## config.mk

```make
export PLATFORM = sky130hd
export DESIGN_NAME = alu_logic_sequencer
export DESIGN_NICKNAME = d
export VERILOG_FILES = /design/src/rtl/alu_pkg.sv /design/src/rtl/alu_logic_sequencer.sv
export SDC_FILE = /design/constraint.sdc
export NUM_CORES = 1
export LEC_CHECK = 0
export CORE_MARGIN = 2
export CORE_UTILIZATION = 42
export CTS_CLUSTER_DIAMETER = 40
export DETAILED_ROUTE_END_ITERATION = 7
export PLACE_DENSITY = 0.83
export SKIP_LAST_GASP = 1
export SLEW_MARGIN = 20
export SYNTH_ARGS = -nofsm -noshare
export SYNTH_HDL_FRONTEND = slang
export SYNTH_SLANG_ARGS = --single-unit
```

## constraint.sdc

```tcl
create_clock -name clk -period 2.5 [get_ports clk]
set_clock_uncertainty 0.1 [all_clocks]
set_input_delay 0.625 -clock clk [delete_from_list [all_inputs] [get_ports clk]]
set_output_delay 0.625 -clock clk [all_outputs]
set_load 0.005 [all_outputs]
```

## src/rtl/alu_pkg.sv

```systemverilog
// -----------------------------------------------------------------------------
// alu_pkg
// Shared types and helpers for the ALU logic-unit issue stage.
//   log_op_e     : 3-bit operation code understood by Logic_op
//   FUNCT_*      : MIPS R-type funct encodings of the four logic instructions
//   rsp_err_e    : response status code returned with every result
//   seq_state_e  : sequencer FSM states
//   decode_t     : {legal, op} result of decode_funct
//   decode_funct : pure funct -> {legal, op} decoder
// -----------------------------------------------------------------------------
package alu_pkg;

  typedef enum logic [2:0] {
    OP_AND = 3'b000,
    OP_OR  = 3'b001,
    OP_XOR = 3'b010,
    OP_NOR = 3'b011
  } log_op_e;

  localparam logic [5:0] FUNCT_AND = 6'h24;
  localparam logic [5:0] FUNCT_OR  = 6'h25;
  localparam logic [5:0] FUNCT_XOR = 6'h26;
  localparam logic [5:0] FUNCT_NOR = 6'h27;

  // Encoding 2'd3 is reserved and never driven.
  typedef enum logic [1:0] {
    ERR_OK      = 2'd0,
    ERR_ILLEGAL = 2'd1,
    ERR_TIMEOUT = 2'd2
  } rsp_err_e;

  typedef enum logic [1:0] {
    IDLE  = 2'd0,
    ISSUE = 2'd1,
    WAIT  = 2'd2,
    RESP  = 2'd3
  } seq_state_e;

  typedef struct packed {
    logic    legal;
    log_op_e op;
  } decode_t;

  // Illegal funct values decode to AND so lo_op always carries a defined code.
  function automatic decode_t decode_funct(input logic [5:0] funct);
    decode_t d;
    d.legal = 1'b1;
    d.op    = OP_AND;
    case (funct)
      FUNCT_AND: d.op = OP_AND;
      FUNCT_OR:  d.op = OP_OR;
      FUNCT_XOR: d.op = OP_XOR;
      FUNCT_NOR: d.op = OP_NOR;
      default: begin
        d.legal = 1'b0;
        d.op    = OP_AND;
      end
    endcase
    return d;
  endfunction

endpackage

```

## src/rtl/alu_logic_sequencer.sv

```systemverilog
// -----------------------------------------------------------------------------
// alu_logic_sequencer
// Issue stage in front of the Logic_op unit. Accepts one MIPS R-type logic
// request at a time, decodes funct to log_op, runs the unit's start/finish
// handshake (with a finish timeout) and returns the result or an error code.
//
// Parameters
//   WIDTH   : operand / result width
//   TIMEOUT : WAIT cycles without finish before aborting (2..255)
//   TMR_W   : timeout counter width (derived)
//
// Ports
//   clk, rst_n                         : clock, async active-low reset
//   req_valid/req_ready                : request handshake
//   req_a, req_b, req_funct            : request payload
//   rsp_valid/rsp_ready                : response handshake
//   rsp_c, rsp_err                     : response payload (err 0=OK,1=ILLEGAL,2=TIMEOUT)
//   lo_a, lo_b, lo_op, lo_start        : drive to Logic_op
//   lo_finish, lo_c                    : return from Logic_op
//
// Every output comes straight from a flop. The handshake-flag flops are
// loaded from the next state, so they always equal a decode of the current
// state without any combinational path to the pins.
// -----------------------------------------------------------------------------
module alu_logic_sequencer
  import alu_pkg::*;
#(
  parameter  int WIDTH   = 32,
  parameter  int TIMEOUT = 16,
  localparam int TMR_W   = $clog2(TIMEOUT + 1)
) (
  input  logic             clk,
  input  logic             rst_n,
  // request channel
  input  logic             req_valid,
  output logic             req_ready,
  input  logic [WIDTH-1:0] req_a,
  input  logic [WIDTH-1:0] req_b,
  input  logic [5:0]       req_funct,
  // response channel
  output logic             rsp_valid,
  input  logic             rsp_ready,
  output logic [WIDTH-1:0] rsp_c,
  output logic [1:0]       rsp_err,
  // Logic_op interface
  output logic [WIDTH-1:0] lo_a,
  output logic [WIDTH-1:0] lo_b,
  output logic [2:0]       lo_op,
  output logic             lo_start,
  input  logic             lo_finish,
  input  logic [WIDTH-1:0] lo_c
);

  // Last WAIT timer value; reaching it without finish aborts the operation,
  // so WAIT lasts exactly TIMEOUT cycles.
  localparam logic [TMR_W-1:0] TMR_LAST = TMR_W'(TIMEOUT - 1);
  localparam logic [TMR_W-1:0] TMR_ONE  = TMR_W'(1);

  seq_state_e       state_r,     state_nxt_s;
  logic [TMR_W-1:0] tmr_r,       tmr_nxt_s;
  logic [WIDTH-1:0] lo_a_r,      lo_a_nxt_s;
  logic [WIDTH-1:0] lo_b_r,      lo_b_nxt_s;
  log_op_e          lo_op_r,     lo_op_nxt_s;
  logic [WIDTH-1:0] rsp_c_r,     rsp_c_nxt_s;
  rsp_err_e         rsp_err_r,   rsp_err_nxt_s;
  logic             lo_start_r;
  logic             req_ready_r;
  logic             rsp_valid_r;
  decode_t          dec_s;
  logic             accept_s;

  assign req_ready = req_ready_r;
  assign rsp_valid = rsp_valid_r;
  assign rsp_c     = rsp_c_r;
  assign rsp_err   = rsp_err_r;
  assign lo_a      = lo_a_r;
  assign lo_b      = lo_b_r;
  assign lo_op     = lo_op_r;
  assign lo_start  = lo_start_r;

  assign dec_s    = decode_funct(req_funct);
  assign accept_s = req_valid && req_ready_r;

  // Next-state, timer and datapath-register update logic.
  always_comb begin
    state_nxt_s   = state_r;
    tmr_nxt_s     = tmr_r;
    lo_a_nxt_s    = lo_a_r;
    lo_b_nxt_s    = lo_b_r;
    lo_op_nxt_s   = lo_op_r;
    rsp_c_nxt_s   = rsp_c_r;
    rsp_err_nxt_s = rsp_err_r;

    case (state_r)
      IDLE: begin
        if (accept_s) begin
          // Operands are only loaded here, so they stay frozen while busy.
          lo_a_nxt_s  = req_a;
          lo_b_nxt_s  = req_b;
          lo_op_nxt_s = dec_s.op;
          if (dec_s.legal) begin
            state_nxt_s = ISSUE;
          end else begin
            // Illegal funct answers directly and never starts the unit.
            state_nxt_s   = RESP;
            rsp_c_nxt_s   = '0;
            rsp_err_nxt_s = ERR_ILLEGAL;
          end
        end else begin
          state_nxt_s = IDLE;
        end
      end

      ISSUE: begin
        tmr_nxt_s = '0;
        if (lo_finish) begin
          // Combinational unit: result is already valid in the start cycle.
          state_nxt_s   = RESP;
          rsp_c_nxt_s   = lo_c;
          rsp_err_nxt_s = ERR_OK;
        end else begin
          state_nxt_s = WAIT;
        end
      end

      WAIT: begin
        // Finish is tested first so it wins over a simultaneous timeout.
        if (lo_finish) begin
          state_nxt_s   = RESP;
          rsp_c_nxt_s   = lo_c;
          rsp_err_nxt_s = ERR_OK;
        end else if (tmr_r == TMR_LAST) begin
          state_nxt_s   = RESP;
          rsp_c_nxt_s   = '0;
          rsp_err_nxt_s = ERR_TIMEOUT;
        end else begin
          tmr_nxt_s = tmr_r + TMR_ONE;
        end
      end

      RESP: begin
        // A finish arriving here (e.g. after a timeout) is deliberately ignored.
        if (rsp_ready) begin
          state_nxt_s = IDLE;
        end else begin
          state_nxt_s = RESP;
        end
      end

      default: begin
        state_nxt_s = IDLE;
      end
    endcase
  end

  // State, timer, datapath and handshake-flag registers.
  always_ff @(posedge clk or negedge rst_n) begin
    if (!rst_n) begin
      state_r     <= IDLE;
      tmr_r       <= '0;
      lo_a_r      <= '0;
      lo_b_r      <= '0;
      lo_op_r     <= OP_AND;
      rsp_c_r     <= '0;
      rsp_err_r   <= ERR_OK;
      lo_start_r  <= 1'b0;
      req_ready_r <= 1'b1;
      rsp_valid_r <= 1'b0;
    end else begin
      state_r     <= state_nxt_s;
      tmr_r       <= tmr_nxt_s;
      lo_a_r      <= lo_a_nxt_s;
      lo_b_r      <= lo_b_nxt_s;
      lo_op_r     <= lo_op_nxt_s;
      rsp_c_r     <= rsp_c_nxt_s;
      rsp_err_r   <= rsp_err_nxt_s;
      lo_start_r  <= (state_nxt_s == ISSUE);
      req_ready_r <= (state_nxt_s == IDLE);
      rsp_valid_r <= (state_nxt_s == RESP);
    end
  end

endmodule

```

==> summary.txt, run 1 <==
Synthesis
  – Number of flops mapped to enable cells by yosys: 0
  – Mapped Avg Cell Area: 14.7 µm²
  – Yosys top cell area share: 0.575
  – Netlist cell types: 34
  – Synth Cell Area: 4740 µm²
  – Cells after synthesis: 323
  – Main synth FF type: dfrtp_1
  – Commonest cells in the netlist: dfrtp_1, mux2_1, nand3_1
  – Synth area leader: dfrtp_1
  – Yosys warns: 0
  – Post-synth ARST share: 1.00
  – Most frequent cell after synthesis: dfrtp_1
  – Synth Register Bits: 110
  – Top post-synthesis cells by area: dfrtp_1, mux2_1, o2bb2ai_2, nand3_1, ha_1
  – Register area share after synthesis: 0.580
  – Synth Net Count: 438

Timing
  – Final Hold Fails: 0
  – Peak Freq: 0.450 GHz
  – Hold WS: 0.143 ns
  – Final Max Tran Viols: 0
  – Setup ws final: 0.276 ns
  – Tmin final: 2.22 ns
  – Setup_tns: 0 ns
  – Period utilisation layout: 0.890
  – Setup Viol. Count Final: 0
  – Unrepaired setup endpoints after global routing: no

Global route
  – First-pass GRT wire length: 18100 µm
  – GRT overflow: 0
  – Largest net degree at the start of global routing: 57
  – Tot GR Track Use: 0.196
  – Vias in the first global route: 3562
  – Initial antenna violation count: 0

Clocking
  – Clk pin slew, worst setup/hold paths: 0.07 ns
  – Clock buffer count from CTS: 9
  – Root Driver: clkbuf_16
  – # H-tree levels: 3
  – Setup bufs post-CTS: 0
  – Clock network latency to the later pin of the worst-skew pair: 0.34 ns
  – Clock Tree Buf Depth: 2
  – Resized Gates After CTS: 0
  – CTS tree: yes
  – # hold bufs at CTS: 0
  – Clock Sinks: 110

Worst setup path
  – Worst Reg-to-Reg Cells: 8
  – Flop2flop setup slack: 0.30 ns
  – CP startpoint: req_ready
  – Crit Path Category: register to primary output
  – Critical Path Start Type: register
  – CP max stage delay: 0.61 ns
  – Critical Path RT: 1.77 ns
  – Worst Path Arrival: 1.50 ns
  – Cell family with most CP delay: flip-flops
  – Worst r2r src: tmr_r[0]
  – Crit. End Element: primary output
  – CP max FO: 5
  – CP Depth: 1
  – Slowest stage cell, crit path: dfstp_2
  – WP buf/inv: 1
  – CP Cell Sequence: clkdlybuf4s50_1

Layout
  – Area grow syn2layout: 54.4%
  – Fraction of layout cells with a size suffix above 1: 0.123
  – Final net count: 645
  – Fillers: 817
  – Antenna cell count: 0

Placement
  – Hpwl dp: 8860 µm
  – DP Worst Slack: 0.140 ns
  – # port buffers: 209
  – GP Congestion: 0.744

Route
  – Met3 wire len: 1200 µm
  – DR pass1 iterations: 5
  – Avg WL per Cell: 17.5 µm
  – Met1 WL: 4660 µm
  – DRC Markers: 0
  – Met2 Routed Length: 5770 µm
  – DRT iter0 DRCs: 148
  – Max layer used: met4
  – Vias per inst: 5.11
  – Routed vias: 3446
  – Post-route ant nets: 0
  – Routed wire length: 11800 µm

Pwr
  – Max VDD drop: 0.000805 V
  – Leak pwr: 3.03 nW
  – Final total power: 0.00880 W
  – PD cells: 1200 nW/µm²

Outcome
  – Run status: finished, final reports clean

Die
  – Die Ht: 110 µm
  – Core area: 10900 µm²
  – Cell row count: 38
  – Initial Util: 0.434
  – Die X: 110 µm
  – Die footprint: 12200 µm²
  – Io pins: 211

Min path
  – Worst min path class: input pin to async pin

Run
  – Max-cap violations: 0
==> routing by layer <==
metal  up-vias  GRT usage
met4         0     0.0732
met2       165      0.326
li1       1579          -
met5         -          0
met3        15     0.0676
met1      1687      0.235
==> flip-flops by register name (all words and copies together) (netlist names) <==
name       cells
lo_op          2
rsp_c         32
rsp_valid      1
lo_b          32
tmr_r          5
lo_start       1
lo_a          32
state_r        2
rsp_err        2
req_ready      1
==> placed cells by master, fill, tap and decap left out, types with 2 or more instances in the layout <==
cell type	Yosys	final
a21oi_1	2	2
nor2b_1	3	2
o31ai_1	2	2
clkbuf_1	0	2
nand2_1	7	7
inv_1	6	6
o2bb2ai_2	30	30
ha_1	8	8
clkbuf_16	0	9
nor2_1	5	5
bufinv_16	0	2
a22o_1	3	3
clkdlybuf4s50_1	0	208
mux2_1	64	64
nand3_1	34	33
buf_12	3	7
and3_1	2	2
buf_4	3	5
o21ai_1	2	2
a31oi_1	5	5
o2bb2ai_1	2	2
dfrtp_1	109	109
==> layout make-up <==
type | instances | area (µm²) | area share
sequential | 110 | 2750 | 0.376
inverter | 6 | 22.5 | 0.00307
clock inverter | 5 | 81.3 | 0.0111
tap | 140 | 175 | 0.0239
timing repair buffer | 220 | 2260 | 0.308
clock buffer | 11 | 233 | 0.0318
multi-input combinational | 183 | 1800 | 0.246
==> logic make-up after synthesis <==
group | synth area share
DFF | 0.580
muxes | 0.157
AOI/OAI and AO/OA | 0.128
other | 0.000790
buffers and inverters | 0.0438
adders and majority gates | 0.0211
and+or+nand+nor | 0.0691
==> stage by stage <==
step                cell area (µm²)  instances   util
global placement               7010        659  0.641
detailed placement             7010        659  0.641
floorplan                      4740        323      -
CTS                            7330        675  0.670
finish                         7330        675  0.670
global route                   7330        675  0.670
==> final timing paths <==
path | to
max in group asynchronous | lo_b[9]
min reg2reg | lo_a[22]
max reg2reg | rsp_c[31]
min | rsp_c[8]
min in group clk | lo_a[22]
max | req_ready
==> where the power goes <==
part,switching (W),internal [W]
registers,0.000549,0.00263
clock network,0.000635,0.000882
logic,0.00163,0.00248
total,0.00281,0.00599
No activity file was read; power rests on OpenSTA's default activity.
==> inputs of run 2 (changes only) <==
- CORE_UTILIZATION: 42 -> 43
- CTS_BUF_LIST: unset -> sky130_fd_sc_hd__clkbuf_8
- PLACE_DENSITY: 0.83 -> 0.85
==> run 2 against run 1 <==
Compared with the run above: cell area shrank 2.5%; sequential cell count did not move; sequential power barely moved; clock-buffer cell count down 1; cell count decreased by 0.30%; die area shrank 2.2%; core utilization fell by 0.82 points; total power down 7.4%; largest power group unchanged; highest routed layer unchanged.
==> summary.txt, run 2 (synthesis results as in run 1) <==
Outcome
  – Run status: finished, final reports clean

Clocking
  – Clock Tree Buf Depth: 2 (unchanged)
  – Clock buffer count from CTS: 9 (unchanged)
  – # H-tree levels: 3 (unchanged)
  – Resized Gates After CTS: 0 (unchanged)
  – Clock network latency to the later pin of the worst-skew pair: 0.36 ns (+0.02 ns)
  – Setup bufs post-CTS: 0 (unchanged)
  – CTS tree: yes
  – # hold bufs at CTS: 0 (unchanged)
  – Clock Sinks: 110 (unchanged)
  – Root Driver: clkbuf_8
  – Clk pin slew, worst setup/hold paths: 0.10 ns (+0.03 ns)

Layout
  – Commonest non-fill, non-tap cells in the layout: clkdlybuf4s50_1, dfrtp_1, mux2_1
  – Area grow syn2layout: 50.5%
  – Fin util: 0.662 (-0.00819)
  – Final net count: 643 (-0.31%)
  – Fillers: 804 (-1.6%)
  – Fraction of layout cells with a size suffix above 1: 0.118 (-0.00517)
  – Commonest non-fill, non-tap cell in the layout: clkdlybuf4s50_1
  – Antenna cell count: 0 (unchanged)

Route
  – DRT iter0 DRCs: 115 (-22%)
  – Vias per inst: 5.09 (-0.23%)
  – Routed vias: 3428 (-0.52%)
  – Routed wire length: 11700 µm (-1.1%)
  – DR pass1 iterations: 6 (+1)
  – DRC Markers: 0 (unchanged)
  – Avg WL per Cell: 17.4 µm (-0.80%)
  – Post-route ant nets: 0 (unchanged)

Timing
  – Final Hold Fails: 0 (unchanged)
  – Setup Viol. Count Final: 0 (unchanged)
  – Worst Max-Slew Pin Slew: 0.561 ns
  – Hold WS: 0.154 ns (+0.0105 ns)
  – Rel. slew slack: 0.626
  – Final Max Tran Viols: 0 (unchanged)
  – Unrepaired setup endpoints after global routing: no
  – Tmin final: 2.27 ns (+0.0492 ns)
  – Setup_tns: 0 ns (unchanged)
  – Peak Freq: 0.440 GHz (-2.2%)
  – Period utilisation layout: 0.909 (+0.0197)

Worst setup path
  – Crit. End Element: register
  – WP buf/inv: 1 (unchanged)
  – Worst Path Arrival: 2.45 ns (+0.95 ns)
  – Cell family with most CP delay: simple AND/OR/NAND/NOR gates
  – CP max stage delay: 0.42 ns (-0.19 ns)
  – Slowest stage cell, crit path: dfrtp_1
  – Most used cell, CP: ha_1
  – CP Cell Sequence: ha_1 -> and3_1 -> ha_1 -> nor3b_2 -> nor3_4 -> nand2b_2 -> buf_12 -> mux2i_1
  – Critical Path RT: 2.68 ns (+0.91 ns)
  – Critical Path Start Type: register
  – CP max FO: 33 (+28)
  – Crit Path Category: register to register

Pwr
  – Max VDD drop: 0.000711 V (-12%)
  – Leak pwr: 2.96 nW (-2.5%)
  – PD cells: 1140 nW/µm² (-5.0%)
  – Final total power: 0.00815 W (-7.4%)

Placement
  – GP Congestion: 0.773 (+3.9%)
  – # port buffers: 209 (unchanged)
  – Hpwl dp: 8730 µm (-1.5%)

Global route
  – Vias in the first global route: 3572 (+0.28%)
  – Tot GR Track Use: 0.199 (+0.00331)
  – First-pass GRT wire length: 18100 µm (about the same)
  – Largest net degree at the start of global routing: 57 (unchanged)
  – GRT overflow: 0 (unchanged)
  – Initial antenna violation count: 0 (unchanged)

Run
  – Max-cap violations: 0 (unchanged)

Die
  – Cell row count: 38 (unchanged)
  – Initial Util: 0.440 (+0.00573)
  – Core area: 10800 µm² (-1.3%)
  – Die X: 109 µm (-1.1%)
  – Die footprint: 11900 µm² (-2.2%)
  – Die Ht: 109 µm (-1.1%)
  – Io pins: 211 (unchanged)

Min path
  – Worst min path class: input pin to async pin
-- run 2: per-stage QoR --
step / cell area (µm²) / instances / setup slack [ns]
3_3_place_gp: 6970 / 657 / 0.134
2_1_floorplan: 4740 / 323 / 0.376
4_1_cts: 7140 / 673 / 0.217
6_report: 7140 / 673 / 0.227
5_1_grt: 7140 / 673 / 0.112
3_5_place_dp: 6970 / 657 / 0.0811
-- run 2: layout make-up --
| cell class | count | area [µm²] | area share |
|---|---|---|---|
| sequential | 110 | 2750 | 0.386 |
| timing repair buffer | 218 | 2220 | 0.311 |
| multi-input combinational | 183 | 1800 | 0.252 |
| tap | 140 | 175 | 0.0245 |
| clock buffer | 10 | 138 | 0.0193 |
| clock inverter | 6 | 32.5 | 0.00456 |
| inverter | 6 | 22.5 | 0.00315 |
-- run 2: path summary, 6_finish.rpt --
check	startpoint	endpoint	slack [ns]	cells past startpoint
hold reg to reg	rsp_c[31]	rsp_c[31]	0.40	1
max in group asynchronous	rst_n	req_ready	1.52	2
setup / recovery	tmr_r[0]	rsp_err[0]	0.23	8
hold / removal	rst_n	rsp_c[17]	0.15	1
setup reg to reg	tmr_r[0]	rsp_err[0]	0.23	8
min in group clk	rsp_c[31]	rsp_c[31]	0.40	1
-- run 2: per-layer routing --
metal  vias up  track usage  wire length [µm]
met3        15       0.0628              1030
met2       151        0.333              5890
met5         -            0                 0
met1      1695        0.235              4570
li1       1567            -                 -
met4         0       0.0888               232
-- run 2: worst register-to-register path: cells and delay by family (launching register included) --
family / cells / cell delay (ns)
mux: 1 / 0.20
simple gates: 4 / 0.74
buf+inv: 1 / 0.24
fa+ha+maj: 2 / 0.49
flops: 1 / 0.42
-- run 2: where the power goes --
| part | internal [W] | total [W] | switching, W | leakage [nW] |
|---|---|---|---|---|
| logic | 0.00242 | 0.00404 | 0.00162 | 1.48 |
| registers | 0.00262 | 0.00315 | 0.000531 | 1.38 |
| clock network | 0.000380 | 0.000950 | 0.000570 | 0.0961 |
==> inputs of run 3 (changes only) <==
- SLEW_MARGIN: 20 -> unset
==> results of run 3 <==
The final DEF is identical to that of run 2; final timing and power are the same.
